## config.mk

```make
export PLATFORM = sky130hd
export DESIGN_NAME = twos_to_signmag_serial
export DESIGN_NICKNAME = d
export VERILOG_FILES = /design/src/rtl/twos_to_signmag_serial.sv
export SDC_FILE = /design/constraint.sdc
export NUM_CORES = 1
export LEC_CHECK = 0
export CAP_MARGIN = 10
export CORE_AREA = 5 5 49 51
export CTS_CLUSTER_DIAMETER = 100
export DETAILED_ROUTE_END_ITERATION = 10
export DIE_AREA = 0 0 54 56
export PLACE_DENSITY_LB_ADDON = 0.1
export SYNTH_ARGS = -nofsm -noshare
export SYNTH_HDL_FRONTEND = slang
export SYNTH_SLANG_ARGS = --single-unit
```

## constraint.sdc

```tcl
create_clock -name clk -period 1.35 [get_ports clk]
set_clock_uncertainty 0.05 [all_clocks]
set_input_delay 0.135 -clock clk [delete_from_list [all_inputs] [get_ports clk]]
set_output_delay 0.135 -clock clk [all_outputs]
set_load 0.01 [all_outputs]
```

## src/rtl/twos_to_signmag_serial.sv

```systemverilog
// Bit-serial two's-complement to sign-magnitude decoder.
// A parallel-loaded word is walked LSB first, one bit per clock: bits are
// copied up to and including the first 1, and the remaining bits are inverted
// when the operand is negative. Non-negative operands pass through unchanged.
//
// Handshake: start is sampled only in IDLE. din is captured on the edge that
// accepts start. busy is high for the W cycles of SHIFT. done is a
// one-cycle pulse in DONE. mag/sign are updated on the edge that enters DONE
// and then hold until the next completion.
module twos_to_signmag_serial #(
   parameter int W = 4
) (
   input  logic         clk,
   input  logic         rst_n,
   input  logic         start,
   input  logic [W-1:0] din,
   output logic         busy,
   output logic         done,
   output logic         sign,
   output logic [W-1:0] mag
);

   localparam int CW = (W > 2) ? $clog2(W) : 1;
   localparam logic [CW-1:0] LAST = CW'(W - 1);

   typedef enum logic [1:0] {
      IDLE  = 2'd0,
      SHIFT = 2'd1,
      DONE  = 2'd2
   } state_t;

   state_t         state;
   state_t         state_next;
   logic [W-1:0]   work;
   logic [W-1:0]   acc;
   logic [CW-1:0]  cnt;
   logic           found;
   logic           sign_r;
   logic           out_bit;
   logic           last_bit;

   // Current bit after the copy/invert rule; last_bit marks the W-th bit.
   always_comb begin
      out_bit  = work[0] ^ (sign_r & found);
      last_bit = (cnt == LAST);
   end

   // State register.
   always_ff @(posedge clk or negedge rst_n) begin
      if (!rst_n) begin
         state <= IDLE;
      end else begin
         state <= state_next;
      end
   end

   // Next-state logic: start only matters in IDLE; DONE always lasts one cycle.
   always_comb begin
      state_next = state;
      case (state)
         IDLE:    if (start) state_next = SHIFT;
         SHIFT:   if (last_bit) state_next = DONE;
         DONE:    state_next = IDLE;
         default: state_next = IDLE;
      endcase
   end

   // Datapath: load on accept, shift one bit per SHIFT cycle, publish result
   // on the final bit so mag/sign never change mid-conversion.
   always_ff @(posedge clk or negedge rst_n) begin
      if (!rst_n) begin
         work   <= '0;
         acc    <= '0;
         cnt    <= '0;
         found  <= 1'b0;
         sign_r <= 1'b0;
         sign   <= 1'b0;
         mag    <= '0;
      end else begin
         case (state)
            IDLE: begin
               if (start) begin
                  work   <= din;
                  acc    <= '0;
                  sign_r <= din[W-1];
                  found  <= 1'b0;
                  cnt    <= '0;
               end
            end
            SHIFT: begin
               work  <= work >> 1;
               acc   <= {out_bit, acc[W-1:1]};
               found <= found | work[0];
               cnt   <= cnt + CW'(1);
               if (last_bit) begin
                  mag  <= {out_bit, acc[W-1:1]};
                  sign <= sign_r;
               end
            end
            default: begin
            end
         endcase
      end
   end

   // Status flags decode directly from the state register.
   always_comb begin
      busy = (state == SHIFT);
      done = (state == DONE);
   end

endmodule
```

==> summary.txt <==
Outcome
  – Status: finished, final reports clean

Global routing
  – GR peak layer: met2
  – First-pass GRT wire length: 2.635 mm
  – Met2 Use GR: 17.82%
  – Gr ovfl total: 0
  – Vias in the first global route: 627
  – Number of antenna violations at the first check in global routing: 0
  – Met3 GRT Util: 2.413%
  – GR Util All Layers: 11.67%
  – Met1 usage: 14.91%
  – Pin count of the biggest net entering global routing: 19

Place
  – Port Buffers: 13
  – Placer congestion estimate: 0.7472
  – Detail Placement HPWL: 1.073 mm

Drt
  – Antenna Nets Post-Route: 0
  – Routed wire length per instance: 11.77 um
  – Residual DRC: 0
  – Avg Vias per Cell: 4.758
  – Final WL: 1.412 mm
  – Drt initial violations: 5
  – Total number of vias: 571
  – Initial DRT Pass Iterations: 3

Layout
  – Inserted Diodes: 0
  – Ratio of cells with drive above 1 in the final layout: 23.66%
  – Area Overhead vs Synth: 26.95%
  – Layout Nets: 102

STA
  – RSZ-0062 raised after global routing: no
  – Slew @ Worst Pin: 0.2243 ns
  – Max-slew violation count: 0
  – Fmax: 784.5 MHz
  – Crit path time final: 1.275 ns
  – Fin. Hold Viols: 0
  – Setup TNS: 0 ns
  – Final setup violation count: 0
  – Hold Slack: 0.1218 ns
  – Slew headroom: 85.05%
  – Final Cycle Share: 94.42%

Clock tree
  – Post-CTS Setup Inserts: 0
  – # clock sinks: 18
  – Inserted Clock Buffers: 3
  – Max clock buf depth: 2
  – Clock transition at path regs: 0.10 ns
  – # H-tree levels: 1
  – TritonCTS clock tree: built
  – Root Buffer: clkbuf_4
  – Worst skew pair latency: 0.28 ns

Critical path
  – Arrival time worst endpoint: 1.40 ns
  – Crit Path Class: reg -> reg
  – Flop2flop setup slack: 0.08 ns
  – RR Startpoint: cnt[0]
  – Crit Path Max Fanout: 7
  – Worst r2r path cells: 3
  – Worst Path Required: 1.48 ns
  – CP cell instances: ha_1, nand3b_4, mux2_4
  – CP max stage cell: dfrtp_1
  – Crit end category: register
  – Max stage delay on crit path: 0.41 ns
  – R2r endpoint: sign
  – Worst setup SP type: register

Logic synthesis
  – Syn nets: 79
  – Seq/Total Area, Yosys: 55.13%
  – Yosys reg bits: 18
  – Synthesis Warnings: 0
  – Yosys cell types: 20
  – Syn Area/Cell: 11.51 sq um
  – Post-Syn Instances: 71
  – Mapped cell area: 817.0 sq um

Die
  – I/O Pins: 14
  – Rows: 16
  – Initial Utilization: 42.96%
  – Core footprint: 1902 sq um
  – Die area: 3024 sq um
  – Die X: 54 um
  – Chip height: 56 um

Min path
  – Hold/Removal Path Class: in -> async

Power
  – Worst vdd ir: 1.056 mV
  – PD cells: 2232 nW/um^2
  – LEAKAGE: 0.5115 nW

Flow run
  – Max cap viols: 0
[critical path, delay by kind of cell (launching register included)]
kind / cells / cell delay, ns
DFF: 1 / 0.41
and+or+nand+nor: 1 / 0.15
muxes: 1 / 0.31
adders and majority gates: 1 / 0.25
[cell usage after synthesis]
| cell type | instances | share of area, % |
|---|---|---|
| inv_1 | 4 | 1.8 |
| nand2b_1 | 1 | 0.77 |
| xor2_1 | 1 | 1.1 |
| mux2i_1 | 1 | 1.2 |
| o22a_1 | 3 | 3.2 |
| nand2_1 | 5 | 2.3 |
| o21bai_1 | 1 | 0.92 |
| dfrtp_1 | 18 | 55 |
| buf_6 | 3 | 4.1 |
| mux2_4 | 4 | 7.4 |
| o21ai_0 | 7 | 4.3 |
| nand3_1 | 1 | 0.61 |
| a21oi_1 | 5 | 3.1 |
| nor2_2 | 1 | 0.77 |
| nand3b_4 | 1 | 2.5 |
| a22o_1 | 3 | 3.2 |
| ha_1 | 1 | 1.5 |
| nor2b_1 | 3 | 2.3 |
| nor2_1 | 7 | 3.2 |
| clkbuf_2 | 1 | 0.61 |
[flip-flops by register name, indices dropped and copies added, names as in the netlist]
register	cells
mag	4
work	4
acc	3
cnt	2
state	2
found	1
sign	1
sign_r	1
[cell usage in the layout, fill, tap and decap left out]
master            n
clkdlybuf4s15_1   1
buf_2             1
ha_1              1
buf_4             9
dlygate4sd2_1     5
dfrtp_1          18
nor2_2            1
mux2i_1           1
clkdlybuf4s50_1   6
nand3b_4          1
clkbuf_8          1
a22o_1            3
nor2b_1           3
nand2_1           4
nand2b_1          1
xor2_1            1
o22a_1            3
inv_2             1
o21bai_1          1
nand2_2           1
o21ai_0           7
nand3_1           1
clkbuf_4          3
nor2_1            7
mux2_4            4
inv_1             3
a21oi_1           5
[worst max path at each step]
stage | slack, ns | from | endpoint | cells past startpoint
final | 0.08 | cnt[0] | sign | 3
after global routing | 0.01 | state[1] | sign | 3
after CTS | 0.00001 | state[1] | busy | 4
after detailed placement | 0.03 | state[1] | busy | 4
after global placement | 0.03 | state[1] | busy | 4
after floorplan | 0.15 | cnt[0] | mag[0] | 3
[final cells by class]
class                      instances  area [sq um]
tap                               27         33.78
clock buffer                       4         36.28
fill                             183         864.6
inverter                           4         15.01
sequential                        18         450.4
multi-input combinational         45         315.3
timing repair buffer              22         186.4
[per-layer routing]
| metal | vias to the layer above | share of wire [%] |
|---|---|---|
| li1 | 288 | - |
| met1 | 271 | 49 |
| met2 | 10 | 46 |
| met3 | 2 | 4.5 |
| met4 | 0 | 0.85 |
| met5 | - | 0 |
[stage by stage]
stage	cell area, sq um	power [mW]	util [%]	std cells	setup WS (ns)
floorplan	817.0	1.693	-	71	0.1473
global placement	1010	2.052	53.09	116	0.03337
detailed placement	1010	2.085	53.09	116	0.02554
CTS	1040	2.362	54.67	120	0.00001332
global route	1037	2.533	54.54	120	0.01285
finish	1037	2.315	54.54	120	0.07536
[kinds of logic (layout without fill, tap and decap cells)]
kind of cell | count (synthesis) | count (layout) | synth area share [%]
and+or+nand+nor | 19 | 19 | 12.41
adders and majority gates | 1 | 1 | 1.531
DFF | 18 | 18 | 55.13
AOI/OAI and AO/OA | 19 | 19 | 14.70
buffers and inverters | 8 | 30 | 6.584
xor gates and xnor gates | 1 | 1 | 1.072
muxes | 5 | 5 | 8.576
[power breakdown]
group	internal, mW	switching, mW
clock network	0.164	0.158
logic	0.571	0.479
registers	0.789	0.154
total	1.52	0.791
[what timing repair did]
item	4_1_cts	5_1_grt
resized for setup	9	4
setup endpoints to repair	7	2
gates cloned	0	0
hold buffers	0	0
Note: power is estimated with default switching activity, not from simulation.
